<file path="src/rtl/pipe_pkg.sv">
// Shared encodings and defaults for the MIPS pipeline hazard controller.
package pipe_pkg;

    localparam logic [1:0]  TUSE_NONE    = 2'd3;
    localparam logic [31:0] EXC_VECTOR   = 32'h0000_4180;
    localparam int          MULT_CYC_DEF = 5;
    localparam int          DIV_CYC_DEF  = 10;

    typedef enum logic [1:0] {
        PC_SEL_NORMAL = 2'd0,
        PC_SEL_EXC    = 2'd1,
        PC_SEL_EPC    = 2'd2
    } pc_sel_e;

    // An operand must wait if a younger-needed value is still being produced in E or M.
    function automatic logic operand_stall(
        input logic [4:0] addr,
        input logic [1:0] tuse,
        input logic [4:0] e_wa,
        input logic [1:0] e_tnew,
        input logic [4:0] m_wa,
        input logic [1:0] m_tnew
    );
        return (addr != 5'd0) && (tuse != TUSE_NONE) &&
               (((addr == e_wa) && (tuse < e_tnew)) ||
                ((addr == m_wa) && (tuse < m_tnew)));
    endfunction

endpackage

</file>
<file path="src/rtl/md_busy_timer.sv">
// Busy counter for the multicycle mult/div unit; busy and done are registered.
module md_busy_timer
    import pipe_pkg::*;
#(
    parameter int MULT_CYC = MULT_CYC_DEF,
    parameter int DIV_CYC  = DIV_CYC_DEF,
    parameter int CNT_W    = 4
) (
    input  logic clk,
    input  logic reset,
    input  logic start,
    input  logic is_div,
    input  logic kill,
    output logic busy,
    output logic done
);

    logic [CNT_W-1:0] cnt_q, cnt_d;
    logic             busy_q, done_q;

    // Next count: a killed start is dropped, a running operation always drains.
    always_comb begin
        cnt_d = cnt_q;
        if (start && !kill) begin
            cnt_d = is_div ? CNT_W'(DIV_CYC) : CNT_W'(MULT_CYC);
        end else if (cnt_q != {CNT_W{1'b0}}) begin
            cnt_d = cnt_q - {{(CNT_W-1){1'b0}}, 1'b1};
        end else begin
            cnt_d = cnt_q;
        end
    end

    // Counter and flags, decoded from the next count so they line up with cnt_q.
    always_ff @(posedge clk or posedge reset) begin
        if (reset) begin
            cnt_q  <= {CNT_W{1'b0}};
            busy_q <= 1'b0;
            done_q <= 1'b0;
        end else begin
            cnt_q  <= cnt_d;
            busy_q <= (cnt_d != {CNT_W{1'b0}});
            done_q <= (cnt_d == {{(CNT_W-1){1'b0}}, 1'b1});
        end
    end

    assign busy = busy_q;
    assign done = done_q;

    md_busy_timer_chk u_chk (
        .clk   (clk),
        .reset (reset),
        .start (start),
        .busy  (busy_q)
    );

endmodule

</file>
<file path="src/rtl/md_busy_timer_chk.sv">
// Property checks for the mult/div busy timer.
module md_busy_timer_chk (
    input logic clk,
    input logic reset,
    input logic start,
    input logic busy
);

    // A new mult/div may only enter E once the previous one has drained.
    start_when_idle_a: assert property (@(posedge clk) disable iff (reset) start |-> !busy)
        else $error("md_busy_timer: start issued while unit busy");

endmodule

</file>
<file path="src/rtl/pipe_hazard_ctrl.sv">
// Stall/flush controller for the 5-stage pipeline: data and mult/div hazards,
// exception and eret redirects, and the pipeline-register enables/clears.
module pipe_hazard_ctrl
    import pipe_pkg::*;
#(
    parameter int MULT_CYC = MULT_CYC_DEF,
    parameter int DIV_CYC  = DIV_CYC_DEF,
    parameter int CNT_W    = 4
) (
    input  logic       clk,
    input  logic       reset,
    input  logic [4:0] D_rs_addr,
    input  logic [4:0] D_rt_addr,
    input  logic [1:0] D_rs_tuse,
    input  logic [1:0] D_rt_tuse,
    input  logic [4:0] E_wa,
    input  logic [1:0] E_tnew,
    input  logic [4:0] M_wa,
    input  logic [1:0] M_tnew,
    input  logic       D_md_instr,
    input  logic       E_md_start,
    input  logic       E_md_is_div,
    input  logic       D_eret,
    input  logic       Req,
    output logic       pc_en,
    output logic [1:0] pc_sel,
    output logic       fd_en,
    output logic       fd_clear,
    output logic       de_clear,
    output logic       em_clear,
    output logic       mw_clear,
    output logic       md_busy,
    output logic       md_done,
    output logic       stall
);

    logic rs_stall_s, rt_stall_s, data_stall_s, md_stall_s, stall_s;

    md_busy_timer #(
        .MULT_CYC (MULT_CYC),
        .DIV_CYC  (DIV_CYC),
        .CNT_W    (CNT_W)
    ) u_md_timer (
        .clk    (clk),
        .reset  (reset),
        .start  (E_md_start),
        .is_div (E_md_is_div),
        .kill   (Req),
        .busy   (md_busy),
        .done   (md_done)
    );

    assign rs_stall_s   = operand_stall(D_rs_addr, D_rs_tuse, E_wa, E_tnew, M_wa, M_tnew);
    assign rt_stall_s   = operand_stall(D_rt_addr, D_rt_tuse, E_wa, E_tnew, M_wa, M_tnew);
    assign data_stall_s = rs_stall_s | rt_stall_s;
    assign md_stall_s   = D_md_instr & (md_busy | E_md_start);
    assign stall_s      = (data_stall_s | md_stall_s) & ~Req;

    // Fixed-priority control mux; reset holds every stage flushed and frozen.
    always_comb begin
        pc_en    = 1'b0;
        pc_sel   = PC_SEL_NORMAL;
        fd_en    = 1'b0;
        fd_clear = 1'b1;
        de_clear = 1'b1;
        em_clear = 1'b1;
        mw_clear = 1'b1;
        stall    = 1'b0;
        if (reset) begin
            pc_en = 1'b0;
        end else if (Req) begin
            // The faulting instruction sits in M and is cancelled by CP0, so M/W is untouched.
            pc_en    = 1'b1;
            pc_sel   = PC_SEL_EXC;
            fd_en    = 1'b1;
            mw_clear = 1'b0;
        end else if (stall_s) begin
            stall    = 1'b1;
            fd_clear = 1'b0;
            em_clear = 1'b0;
            mw_clear = 1'b0;
        end else if (D_eret) begin
            pc_en    = 1'b1;
            pc_sel   = PC_SEL_EPC;
            fd_en    = 1'b1;
            de_clear = 1'b0;
            em_clear = 1'b0;
            mw_clear = 1'b0;
        end else begin
            pc_en    = 1'b1;
            fd_en    = 1'b1;
            fd_clear = 1'b0;
            de_clear = 1'b0;
            em_clear = 1'b0;
            mw_clear = 1'b0;
        end
    end

endmodule

</file>
<file path="config.mk">
export PLATFORM = sky130hd
export DESIGN_NAME = pipe_hazard_ctrl
export DESIGN_NICKNAME = d
export VERILOG_FILES = /design/src/rtl/pipe_pkg.sv /design/src/rtl/md_busy_timer.sv /design/src/rtl/md_busy_timer_chk.sv /design/src/rtl/pipe_hazard_ctrl.sv
export SDC_FILE = /design/constraint.sdc
export NUM_CORES = 1
export LEC_CHECK = 0
export BUFFER_PORTS_ARGS = -buffer_cell sky130_fd_sc_hd__buf_2
export CAP_MARGIN = 0
export CORE_MARGIN = 2
export CORE_UTILIZATION = 42
export CTS_CLUSTER_DIAMETER = 60
export CTS_CLUSTER_SIZE = 40
export DETAILED_ROUTE_END_ITERATION = 16
export PLACE_DENSITY = 0.78
export SLEW_MARGIN = 20
export SYNTH_ARGS = -nofsm -noshare
export SYNTH_HDL_FRONTEND = slang
export SYNTH_HIERARCHICAL = 1
export SYNTH_SLANG_ARGS = --single-unit
</file>
<file path="constraint.sdc">
create_clock -name clk -period 2.05 [get_ports clk]
set_clock_uncertainty 0.05 [all_clocks]
set_input_delay 0.205 -clock clk [delete_from_list [all_inputs] [get_ports clk]]
set_output_delay 0.205 -clock clk [all_outputs]
set_load 0.005 [all_outputs]
</file>
==> metrics.csv <==
stage;metric;value;unit
placement;RePlAce Congestion;0.966;
worst_setup_path;worst endpoint required time;1.79;ns
yosys;dominant cells by area after synthesis;sky130_fd_sc_hd__dfrtp_1 (20%), sky130_fd_sc_hd__xnor2_1 (15%), sky130_fd_sc_hd__xor2_1 (11%);
detailed_routing;wire length reported by the detailed router;2320;µm
placement;placed cells;160;
yosys;most common cell in the synthesized netlist;sky130_fd_sc_hd__xnor2_1;
detailed_routing;number of routed nets with antenna violations;0;
yosys;proportion of synthesized chip area in sequential cells;19.6;%
power_and_ir_drop;net load switching power;318;µW
clock_tree;number of sinks handled by clock tree synthesis;6;
global_route;pin count of the biggest net entering global routing;7;
yosys;cell type with the highest aggregate area in the netlist;sky130_fd_sc_hd__dfrtp_1;
floorplan;Core Rows;15;
clock_tree;number of post-CTS setup repair buffers;0;
yosys;Syn Area/Cell;8.31;µm²
floorplan;die area;0.00218;mm²
power_and_ir_drop;portion of total power attributed to the clock network;15.6;%
timing;transition time at the pin with the least slew margin;0.499;ns
clock_tree;TritonCTS clock tree;done;
clock_tree;Max H-tree Level;1;
finish;combined area of the multi-input logic cells;626;µm²
finish;total number of nets in the final design;181;
clock_tree;number of CTS-inserted buffers;3;
finish;Area Growth Syn to Fin;46.6;%
placement;Post-DP HPWL;1770;µm
global_route;Overall Global Routing Usage;21.8;%
global_route;overall overflow remaining after global route;0;
timing;final setup vio count;0;
detailed_routing;number of detailed-route iterations in the first pass;4;
finish;count of inserted antenna diode cells;0;
power_and_ir_drop;register share of total power;29.4;%
clock_tree;buffers from clock root to sink, at most;2;
worst_setup_path;crit-path cells;buf_2 > xor2_1 > nor4_2 > nand4_1 > a221o_1 > a41o_1 > buf_2;
clock_tree;CTS clk-pin slew, worst paths;0.06;ns
timing;final hold violations;0;
yosys;cell count after synthesis;92;
finish;number of cells in the finished layout apart from fillers;164;
floorplan;floorplan core area;0.00173;mm²
global_route;antenna violations before repair;0;
timing;worst rel slew slack;66.4;%
detailed_routing;Iter 0 DRT Violations;22;
yosys;EDFF count, synth;0;
finish;final-layout fill cell count;167;
worst_setup_path;critical-path cell with the highest stage delay;sky130_fd_sc_hd__a221o_1;
yosys;area fraction of the dominant cell type after synthesis;19.6;%
worst_setup_path;Worst Setup End Kind;primary output;
floorplan;Starting Density;44.3;%
run_status;result of the run;finished clean;
global_route;number of global-route vias before repair;818;
timing;max-slew violation count;0;
yosys;post-synthesis instance area;764;µm²
worst_setup_path;slack of the worst reg-to-reg path;0.35;ns
power_and_ir_drop;internal power consumption;451;µW
yosys;Top FF cell, synth;sky130_fd_sc_hd__dfrtp_1;
floorplan;die height;46.7;µm
yosys;#FFs+latches synth;6;
detailed_routing;number of design rule violations left after detail routing;0;
timing;Worst Hold Margin;0.0878;ns
worst_setup_path;Critical Path AT;1.73;ns
finish;fraction of final layout cells with drive strength greater than 1;41.0;%
yosys;Synth top cells by count;sky130_fd_sc_hd__xnor2_1 (13), sky130_fd_sc_hd__inv_1 (11), sky130_fd_sc_hd__xor2_1 (10), sky130_fd_sc_hd__dfrtp_1 (6), sky130_fd_sc_hd__nor2_1 (6);
clock_tree;root buffer selected by CTS;sky130_fd_sc_hd__clkbuf_4;
detailed_routing;wire per inst;14.1;µm
global_route;wire length of the first global-routing pass;3330;µm
power_and_ir_drop;worst IR drop on VDD;0.467;mV
worst_setup_path;maximum single-stage delay on the critical path;0.41;ns
finish;sequential cell area;150;µm²
detailed_routing;post-detailed-route via-to-cell ratio;5.29;
worst_setup_path;worst setup path class;primary input to primary output;
floorplan;horizontal extent of the die;46.7;µm
placement;IO Port Bufs;45;
detailed_routing;via count;867;
worst_setup_path;maximum fanout encountered on the critical timing path;5;
clock_tree;worst-skew pair later-pin latency;0.27;ns
flow_run;reported max-cap violation count;0;
timing;top achievable clock speed;505;MHz
yosys;Yosys warning total;6;
floorplan;I/O pin count;46;
yosys;async set-reset flop share out of synthesis;100;%
worst_setup_path;kind of start point of the critical path;primary input;
timing;portion of the clock cycle consumed by the worst path in the final layout;96.7;%
power_and_ir_drop;cell leakage power;0.517;nW
yosys;number of nets in the synthesized netlist;132;
worst_setup_path;cell with the most instances on the worst path;sky130_fd_sc_hd__buf_2;
power_and_ir_drop;share of power burned in combinational logic;55.0;%
power_and_ir_drop;share of total power consumed by net switching;41.4;%
power_and_ir_drop;Power per Cell Area;686;mW/mm²
hold_path;type of the worst min-delay path;primary input to flip-flop;
yosys;library cells used by synthesis;27;
timing;Tmin final;1.98;ns
power groups by stage:
stage                     registers (mW)  clock network, mW  logic (mW)
final                              0.226              0.120       0.423
after global routing               0.232              0.132       0.460
after CTS                          0.226              0.112       0.404
after detailed placement           0.227                  0       0.387
after global placement             0.222                  0       0.373
after floorplan                    0.217                  0       0.268
timing repair:
action,4_1_cts,5_1_grt
pin swaps,4,6
setup endpoints to repair,4,5
resized for setup,4,10
endpoints found under the hold margin,6,0
hold buffers,1,0
cells by family after synthesis:
logic type,Yosys count,share of synthesized area (%)
xor gates and xnor gates,23,26.3
DFF,6,19.6
and+or+nand+nor,27,20.9
AOI/OAI and AO/OA,18,17.5
adders and majority gates,5,8.18
buffers and inverters,13,7.36
layout make-up:
cell class / instances / share of cell area (%)
clock buffer: 3 / 2.01
sequential: 6 / 13.4
multi-input combinational: 73 / 55.8
inverter: 11 / 3.91
timing repair buffer: 46 / 22.1
tap: 25 / 2.79
registers in the layout, indices dropped and copies added (netlist names):
name              flops
u_md_timer/cnt_q      4
u_md_timer/busy       1
u_md_timer/done       1
worst max-delay path: cells and delay by family:
family,cells,cell delay (ns)
simple gates,2,0.44
xor+xnor,1,0.17
buf+inv,2,0.24
compound gates,2,0.66
worst paths after layout:
path / startpoint / to / depth (start not counted)
max in group asynchronous: reset / u_md_timer/cnt_q[1]$_DFF_PP0_ / 3
worst max register to register: u_md_timer/cnt_q[1]$_DFF_PP0_ / u_md_timer/busy$_DFF_PP0_ / 5
min in group asynchronous: reset / u_md_timer/cnt_q[2]$_DFF_PP0_ / 3
worst min-delay path: E_md_is_div / u_md_timer/cnt_q[2]$_DFF_PP0_ / 2
worst max-delay path: D_rs_addr[2] / fd_en / 7
worst min register to register: u_md_timer/cnt_q[1]$_DFF_PP0_ / u_md_timer/cnt_q[1]$_DFF_PP0_ / 2
cells in the final DEF, fill, tap and decap left out, types with 2 or more instances in the layout:
master                      count
sky130_fd_sc_hd__o21ai_0        4
sky130_fd_sc_hd__nor2_1         6
sky130_fd_sc_hd__a41o_1         2
sky130_fd_sc_hd__or4_1          2
sky130_fd_sc_hd__a21oi_1        4
sky130_fd_sc_hd__ha_1           3
sky130_fd_sc_hd__a31oi_1        2
sky130_fd_sc_hd__xnor2_1       13
sky130_fd_sc_hd__nor4_2         2
sky130_fd_sc_hd__inv_1          9
sky130_fd_sc_hd__clkbuf_4       3
sky130_fd_sc_hd__a2111oi_4      2
sky130_fd_sc_hd__xor2_1        10
sky130_fd_sc_hd__a221o_1        2
sky130_fd_sc_hd__buf_2         43
sky130_fd_sc_hd__nand4_1        5
sky130_fd_sc_hd__nand2b_1       3
sky130_fd_sc_hd__ha_4           2
sky130_fd_sc_hd__nand2_1        2
sky130_fd_sc_hd__nor2b_1        2
sky130_fd_sc_hd__dfrtp_1        6
sky130_fd_sc_hd__buf_6          2
stage by stage:
step | power [mW] | worst slack, ns | TNS (ns) | cell area (µm²) | utilization (%)
after floorplan | 0.486 | 0.107 | 0 | 764 | -
after global placement | 0.595 | -0.00685 | -0.0131 | 1010 | 58.3
after detailed placement | 0.615 | -0.0886 | -0.253 | 1010 | 58.3
after CTS | 0.741 | 0.00356 | 0 | 1080 | 62.6
after global routing | 0.823 | -0.00437 | -0.00736 | 1120 | 64.9
final | 0.769 | 0.0682 | 0 | 1120 | 64.9
per-layer routing:
layer | vias to the layer above | wire length [µm] | GRT usage, % | share of wire (%)
met4 | 0 | 62 | 9.44 | 2.7
li1 | 425 | - | - | -
met3 | 8 | 147 | 4.71 | 6.3
met1 | 389 | 943 | 24.9 | 41
met2 | 45 | 1170 | 38.3 | 50
met5 | - | 0 | 0 | 0
(Power assumes the default switching activity.)
